===== config.mk =====
export PLATFORM = sky130hd
export DESIGN_NAME = oam_dma_ctrl
export DESIGN_NICKNAME = d
export VERILOG_FILES = /design/src/rtl/cpu_mem_pkg.sv /design/src/rtl/oam_dma_ctrl.sv
export SDC_FILE = /design/constraint.sdc
export NUM_CORES = 1
export LEC_CHECK = 0
export ABC_AREA = 1
export CAP_MARGIN = 0
export CORE_MARGIN = 2
export CORE_UTILIZATION = 30
export DETAILED_ROUTE_END_ITERATION = 10
export HOLD_SLACK_MARGIN = 0.1
export PLACE_DENSITY = 0.59
export SLEW_MARGIN = 20
export SYNTH_ARGS = -nofsm -noshare
export SYNTH_HDL_FRONTEND = slang
export SYNTH_SLANG_ARGS = --single-unit

===== constraint.sdc =====
create_clock -name clk_i -period 3.23 [get_ports clk_i]
set_clock_uncertainty 0.1 [all_clocks]
set_input_delay 0.8075 -clock clk_i [delete_from_list [all_inputs] [get_ports clk_i]]
set_output_delay 0.8075 -clock clk_i [all_outputs]
set_load 0.01 [all_outputs]

===== src/rtl/cpu_mem_pkg.sv =====
// Shared definitions for the CPU memory system: bus widths, well-known
// register addresses and the OAM DMA sequencer state encoding.
package cpu_mem_pkg;

    // CPU bus geometry, shared with the address decoder.
    localparam int unsigned CPU_ADDR_W = 16;
    localparam int unsigned CPU_DATA_W = 8;

    // Register addresses used by the sprite DMA path.
    localparam logic [CPU_ADDR_W-1:0] ADDR_OAMDMA  = 16'h4014;
    localparam logic [CPU_ADDR_W-1:0] ADDR_OAMDATA = 16'h2004;

    // OAM DMA sequencer states.
    typedef enum logic [2:0] {
        StIdle,
        StHalt,
        StAlign,
        StRead,
        StWrite
    } dma_state_e;

endpackage


===== src/rtl/oam_dma_ctrl.sv =====
// Sprite OAM DMA sequencer.
// Snoops CPU writes for the trigger address, halts the CPU, then copies
// XFER_LEN bytes from page {page,00..} to the OAM data port as alternating
// read/write cycles aligned to the get/put parity.
//
// Ports:
//   clk_i        system clock
//   rst_i        synchronous active-high reset
//   cpu_addr_i   snooped CPU address bus
//   cpu_wdata_i  snooped CPU write data (latched as source page)
//   cpu_we_i     CPU write strobe
//   mem_rdata_i  decoded memory read data, valid while dma_re_o is high
//   cpu_halt_o   stall request to the CPU
//   bus_own_o    bus mux select: 1 = DMA drives the bus
//   dma_addr_o   DMA address (source during reads, OAM port during writes)
//   dma_re_o     DMA read strobe
//   dma_we_o     DMA write strobe
//   dma_wdata_o  DMA write data (qualified by dma_we_o)
//   dma_busy_o   transfer in progress
module oam_dma_ctrl
    import cpu_mem_pkg::*;
#(
    parameter logic [CPU_ADDR_W-1:0] TRIG_ADDR = ADDR_OAMDMA,
    parameter logic [CPU_ADDR_W-1:0] OAM_PORT  = ADDR_OAMDATA,
    parameter int unsigned           XFER_LEN  = 256
) (
    input  logic                  clk_i,
    input  logic                  rst_i,
    input  logic [CPU_ADDR_W-1:0] cpu_addr_i,
    input  logic [CPU_DATA_W-1:0] cpu_wdata_i,
    input  logic                  cpu_we_i,
    input  logic [CPU_DATA_W-1:0] mem_rdata_i,
    output logic                  cpu_halt_o,
    output logic                  bus_own_o,
    output logic [CPU_ADDR_W-1:0] dma_addr_o,
    output logic                  dma_re_o,
    output logic                  dma_we_o,
    output logic [CPU_DATA_W-1:0] dma_wdata_o,
    output logic                  dma_busy_o
);

    localparam int unsigned        IDX_W    = $clog2(XFER_LEN);
    localparam logic [IDX_W-1:0]   LAST_IDX = IDX_W'(XFER_LEN - 1);
    localparam int unsigned        PAGE_W   = CPU_ADDR_W - 8;

    dma_state_e              state_q, state_d;
    logic [IDX_W-1:0]        idx_q, idx_d;
    logic [PAGE_W-1:0]       page_q, page_d;
    logic [CPU_DATA_W-1:0]   data_q, data_d;
    logic                    parity_q;   // 0 = get cycle, 1 = put cycle

    logic                    trig;
    logic [CPU_ADDR_W-1:0]   rd_addr;

    assign trig = cpu_we_i && (cpu_addr_i == TRIG_ADDR);

    // Index is zero-extended into the low byte; it never carries into page.
    assign rd_addr = {page_q, 8'h00} | {{(CPU_ADDR_W-IDX_W){1'b0}}, idx_q};

    always_ff @(posedge clk_i) begin
        if (rst_i) begin
            state_q  <= StIdle;
            idx_q    <= '0;
            page_q   <= '0;
            data_q   <= '0;
            parity_q <= 1'b0;
        end else begin
            state_q  <= state_d;
            idx_q    <= idx_d;
            page_q   <= page_d;
            data_q   <= data_d;
            parity_q <= ~parity_q;
        end
    end

    always_comb begin
        state_d = state_q;
        idx_d   = idx_q;
        page_d  = page_q;
        data_d  = data_q;
        unique case (state_q)
            StIdle: begin
                if (trig) begin
                    page_d  = cpu_wdata_i;
                    state_d = StHalt;
                end
            end
            StHalt: begin
                // Next cycle is a get cycle when the current one is a put.
                state_d = parity_q ? StRead : StAlign;
            end
            StAlign: begin
                state_d = StRead;
            end
            StRead: begin
                data_d  = mem_rdata_i;
                state_d = StWrite;
            end
            StWrite: begin
                if (idx_q == LAST_IDX) begin
                    idx_d   = '0;
                    state_d = StIdle;
                end else begin
                    idx_d   = idx_q + 1'b1;
                    state_d = StRead;
                end
            end
            default: begin
                state_d = StIdle;
            end
        endcase
    end

    // Outputs decode registered state only; no path from cpu_* inputs.
    always_comb begin
        cpu_halt_o = 1'b0;
        bus_own_o  = 1'b0;
        dma_re_o   = 1'b0;
        dma_we_o   = 1'b0;
        dma_busy_o = 1'b0;
        dma_addr_o = '0;
        unique case (state_q)
            StIdle: begin
            end
            StHalt, StAlign: begin
                cpu_halt_o = 1'b1;
                dma_busy_o = 1'b1;
            end
            StRead: begin
                cpu_halt_o = 1'b1;
                dma_busy_o = 1'b1;
                bus_own_o  = 1'b1;
                dma_re_o   = 1'b1;
                dma_addr_o = rd_addr;
            end
            StWrite: begin
                cpu_halt_o = 1'b1;
                dma_busy_o = 1'b1;
                bus_own_o  = 1'b1;
                dma_we_o   = 1'b1;
                dma_addr_o = OAM_PORT;
            end
            default: begin
            end
        endcase
    end

    assign dma_wdata_o = data_q;

endmodule


After elaboration in Yosys (flattened, before gate mapping). Index checks and enable logic that the tools add are counted. Widths: inputs -> output; s select.

Latch bits: 0. Output and inout bits: 29. Memories: 0. RAM bits: 0. Input port bits: 35. Register bits: 28. Memory bits (read-only): 0.

Multipliers: 0. Add/sub/neg operators: 1. Multiplexer cells: 10. Shifts and indexed selects: 0. Reductions and logical operators: 5. Order comparisons: 0. Equality and inequality tests: 7. Bitwise gates (word level): 2. Divide/modulo/power cells: 0.

Operators by type and width (number): $pmux 16 s2 (1); $eq 16x15->1 const B (1); $or 16x8->16 (1); $pmux 3 s5 (1); $add 8x1->8 const B (1); $eq 8x8->1 const B (1); $mux 8 (1); $eq 3x2->1 const B (2); $mux 1 (5); $reduce_or 4->1 (1); $eq 3x1->1 const B (1); $eq 3x3->1 const B (1); $logic_not 3->1 (1); $mux 3 (1); $mux 2 (1); $ne 2x2->1 const B (1); $reduce_and 2->1 (1); $reduce_or 2->1 (1); $logic_and 1x1->1 (1); $not 1->1 (1).

Logic depth before layout (Yosys ltp).
Depth in word-level cells: 4. Gate-level depth with buffers: 9. Depth with buffers taken out: 8.

Worst setup path after synthesis. OpenSTA, ideal clock, no wires.

Path kind: register to output. From: reg state_q[0]. To: out dma_addr_o[13]. Path buffers: 1. Arrival time: 1.197 ns. Stages on the path, launching flop included: 6. Required time: 2.322 ns. Slack: 1.125 ns. Cell sequence: dfxtp_1 > nand2_1 > nor2_4 > inv_2 > buf_2 > o21ai_0.

Longest elaborated chain between the ends: 2.

Ends and longest elaborated chain: start, declared (RTL line oam_dma_ctrl.sv:46) `dma_state_e state_q, state_d;`; start signal, assigned (RTL line oam_dma_ctrl.sv:62) `state_q <= StIdle;`; start signal, assigned (RTL line oam_dma_ctrl.sv:68) `state_q <= state_d;`; $eq 3x3->1 or $eq 3x2->1 (tied branches) (RTL line oam_dma_ctrl.sv:122) `unique case (state_q)`; $pmux 16 s2 * (RTL line oam_dma_ctrl.sv:122); end, declared (RTL line oam_dma_ctrl.sv:35) `output logic [CPU_ADDR_W-1:0] dma_addr_o,`.

Mark *: on every way between the ends. The rest lies on a longest branch, timed or not.

Final worst setup path. Same ends and word-level chain as after synthesis.

==> summary.txt <==
Outcome
  – Status: finished clean

Setup path
  – Critical Path RT: 2.32 ns
  – CP Launch Type: register
  – Register-to-register setup slack: 1.67 ns
  – Reg2reg path depth: 6
  – CP max stage cell: clkdlybuf4s50_1
  – Crit end category: primary output
  – Worst-path maximum fanout: 27
  – Worst R2R Start: idx_q[1]$_SDFFE_PP0N_
  – Critical Path AT: 1.98 ns
  – Critical Path Max Stage Delay: 0.55 ns
  – Crit path kind: register to primary output
  – Critical-path cell list: nand2_1 -> nor2_4 -> inv_2 -> o21ai_0 -> clkdlybuf4s50_1
  – R2R Path End: idx_q[7]$_SDFFE_PP0N_
  – Setup crit start: state_q[0]$_SDFFE_PP0P_

STA
  – Least-Margin Pin Slew: 0.446 ns
  – Fin. Hold Viols: 0
  – RSZ-0062 raised after global routing: no
  – Tcrit/Tclk final: 89.4%
  – Pins Over Slew Limit: 0
  – Setup violations, final: 0
  – Total negative setup slack: 0 ns
  – Fmax: 0.346 GHz
  – Max_slew headroom: 70.2%
  – Fin crit period: 2.89 ns

Drt
  – Antenna violation net count after detailed routing: 0
  – DRC: 0
  – Via count: 1307
  – 1st-pass router iterations: 4
  – Total Routed Length: 3180 um
  – Initial DRC Count: 51
  – Post-DR vias/cell: 4.22
  – Wirelength per Cell: 10.2 um

Flow run
  – Max Cap Viol: 0

Final layout
  – Nets: 295
  – Synthesis-to-finish area growth: 52.8%
  – Final core utilization: 47.3%
  – Layout cells sized above 1: 5.04%
  – # diodes: 0
  – # fillers: 451
  – Footprint of the multi-input gates: 631 um2
  – Register area: 561 um2

Synthesis
  – FFs w/ async S/R, synth: 0%
  – Synth top cells by count: nor2_1, nand2_1, dfxtp_1
  – Post-synthesis register bit count: 28
  – Net Count, Synth: 233
  – Top-count cell post-synth: nor2_1
  – Synth Flop Type: dfxtp_1
  – Unique masters post-synth: 24
  – EDFF count, synth: 0
  – YS warnings: 0
  – Sequential share of the synthesized area: 41.8%
  – Syn Inst Count: 197
  – Post-Syn Area: 1340 um2
  – Synth area leaders: dfxtp_1, nor2_1, nand2_1
  – Yosys top cell by area: dfxtp_1
  – Syn avg cell area: 6.80 um2
  – Synth top area share: 41.8%

Clock tree
  – # hold bufs at CTS: 0
  – Clock Tree Buf Depth: 2
  – # clock sinks: 28
  – Clock root buffer master: clkbuf_8
  – CTS tree: built
  – Total CTS buffers: 3
  – Clock-pin transition on the worst setup and hold timing paths: 0.09 ns
  – Total of cells resized after clock tree synthesis: 0
  – Htree depth: 1
  – Clk_lat worst skew: 0.27 ns
  – Setup Fix Bufs, Post-CTS: 0

Min path
  – Hold Path Class: register to register
  – Worst hold start: parity_q$_SDFF_PP0_
  – WHS Endpoint: parity_q$_SDFF_PP0_
  – Hold Path Stages: 1

Die
  – Core area: 4320 um2
  – Starting Density: 31.0%
  – Die Y: 70.8 um
  – Die width: 70.8 um
  – Ports: 64
  – Site Rows: 24
  – Die Area: 5020 um2

Power and ir drop
  – Power per Cell Area: 328 nW/um2
  – Maximum VDD drop: 0.154 mV
  – Leakage: 0.000836 uW

Global route
  – Largest net degree at the start of global routing: 28
  – Initial antenna violation count: 0
  – Total GRT Usage: 12.8%
  – Grt ovf: 0
  – Vias in the first global route: 1228
  – First-pass GRT wire length: 5290 um

Placement
  – IO Port Bufs: 63
  – GP Congestion: 0.745
  – DP HPWL: 2450 um
[routing by layer]
| layer | wire length (um) | up-vias | global-route usage [%] |
|---|---|---|---|
| li1 | - | 721 | - |
| met1 | 1560 | 547 | 17.1 |
| met2 | 1380 | 37 | 20.4 |
| met3 | 209 | 2 | 3.42 |
| met4 | 22 | 0 | 3.77 |
| met5 | 0 | - | 0 |
[per-stage QoR]
step	area, um2	worst slack, ns	hold WS (ns)	instances	power [uW]
2_1_floorplan	1340	1.13	0.289	197	408
5_1_grt	2050	0.198	0.350	310	704
6_report	2050	0.343	0.334	310	671
3_3_place_gp	1990	0.681	0.318	306	469
4_1_cts	2050	0.323	0.336	310	681
3_5_place_dp	1990	0.636	0.323	306	469
[sequential cells by signal, summed over array words and instances, names as in the netlist]
signal and cells:
parity_q 1, page_q 8, idx_q 8, state_q 3
dma_wdata_o 8
[cell usage in the layout (no fill, tap or decap), types with 2 or more instances in the layout]
cell type,count
nor2_1,62
nand2_1,31
inv_2,2
inv_1,24
nand3_1,7
o21ai_0,14
nor2_2,2
a21oi_1,5
nor2_4,3
clkdlybuf4s50_1,63
clkbuf_8,4
xor2_1,3
nand4_1,2
dfxtp_1,28
[worst max path at each step]
stage / to / slack [ns]
2_1_floorplan: dma_addr_o[13] / 1.13
3_3_place_gp: dma_addr_o[13] / 0.68
3_5_place_dp: dma_addr_o[13] / 0.64
4_1_cts: dma_addr_o[13] / 0.32
5_1_grt: dma_addr_o[1] / 0.20
6_report: dma_addr_o[13] / 0.34
[layout make-up]
cell class,instances,area share (%)
Timing Repair Buffer,64,31.2
Multi-Input combinational cell,136,30.8
Sequential cell,28,27.4
Inverter,26,4.77
Tap cell,52,3.18
Clock buffer,4,2.69
[kinds of logic after synthesis]
group / after synthesis / synth area share, %
AND/OR/NAND/NOR: 111 / 35.9
buffers and inverters: 33 / 11.1
flip-flops: 28 / 41.8
AO/OA/AOI/OAI: 21 / 8.22
XOR/XNOR: 3 / 1.96
adder cells (fa/ha/maj): 1 / 0.934
[power by group]
part	switching (uW)	internal, uW	total (uW)
sequential	4.25	351	356
combinational	40.1	64.0	104
clock	102	109	211
total	147	524	671
[worst max-delay path: cells and delay by family, from the launching register on]
kind	cells	cell delay (ns)
AOI/OAI and AO/OA	1	0.21
DFF	1	0.37
and+or+nand+nor	2	0.34
buffers and inverters	2	0.78
Note: power is estimated with default switching activity, not from simulation.
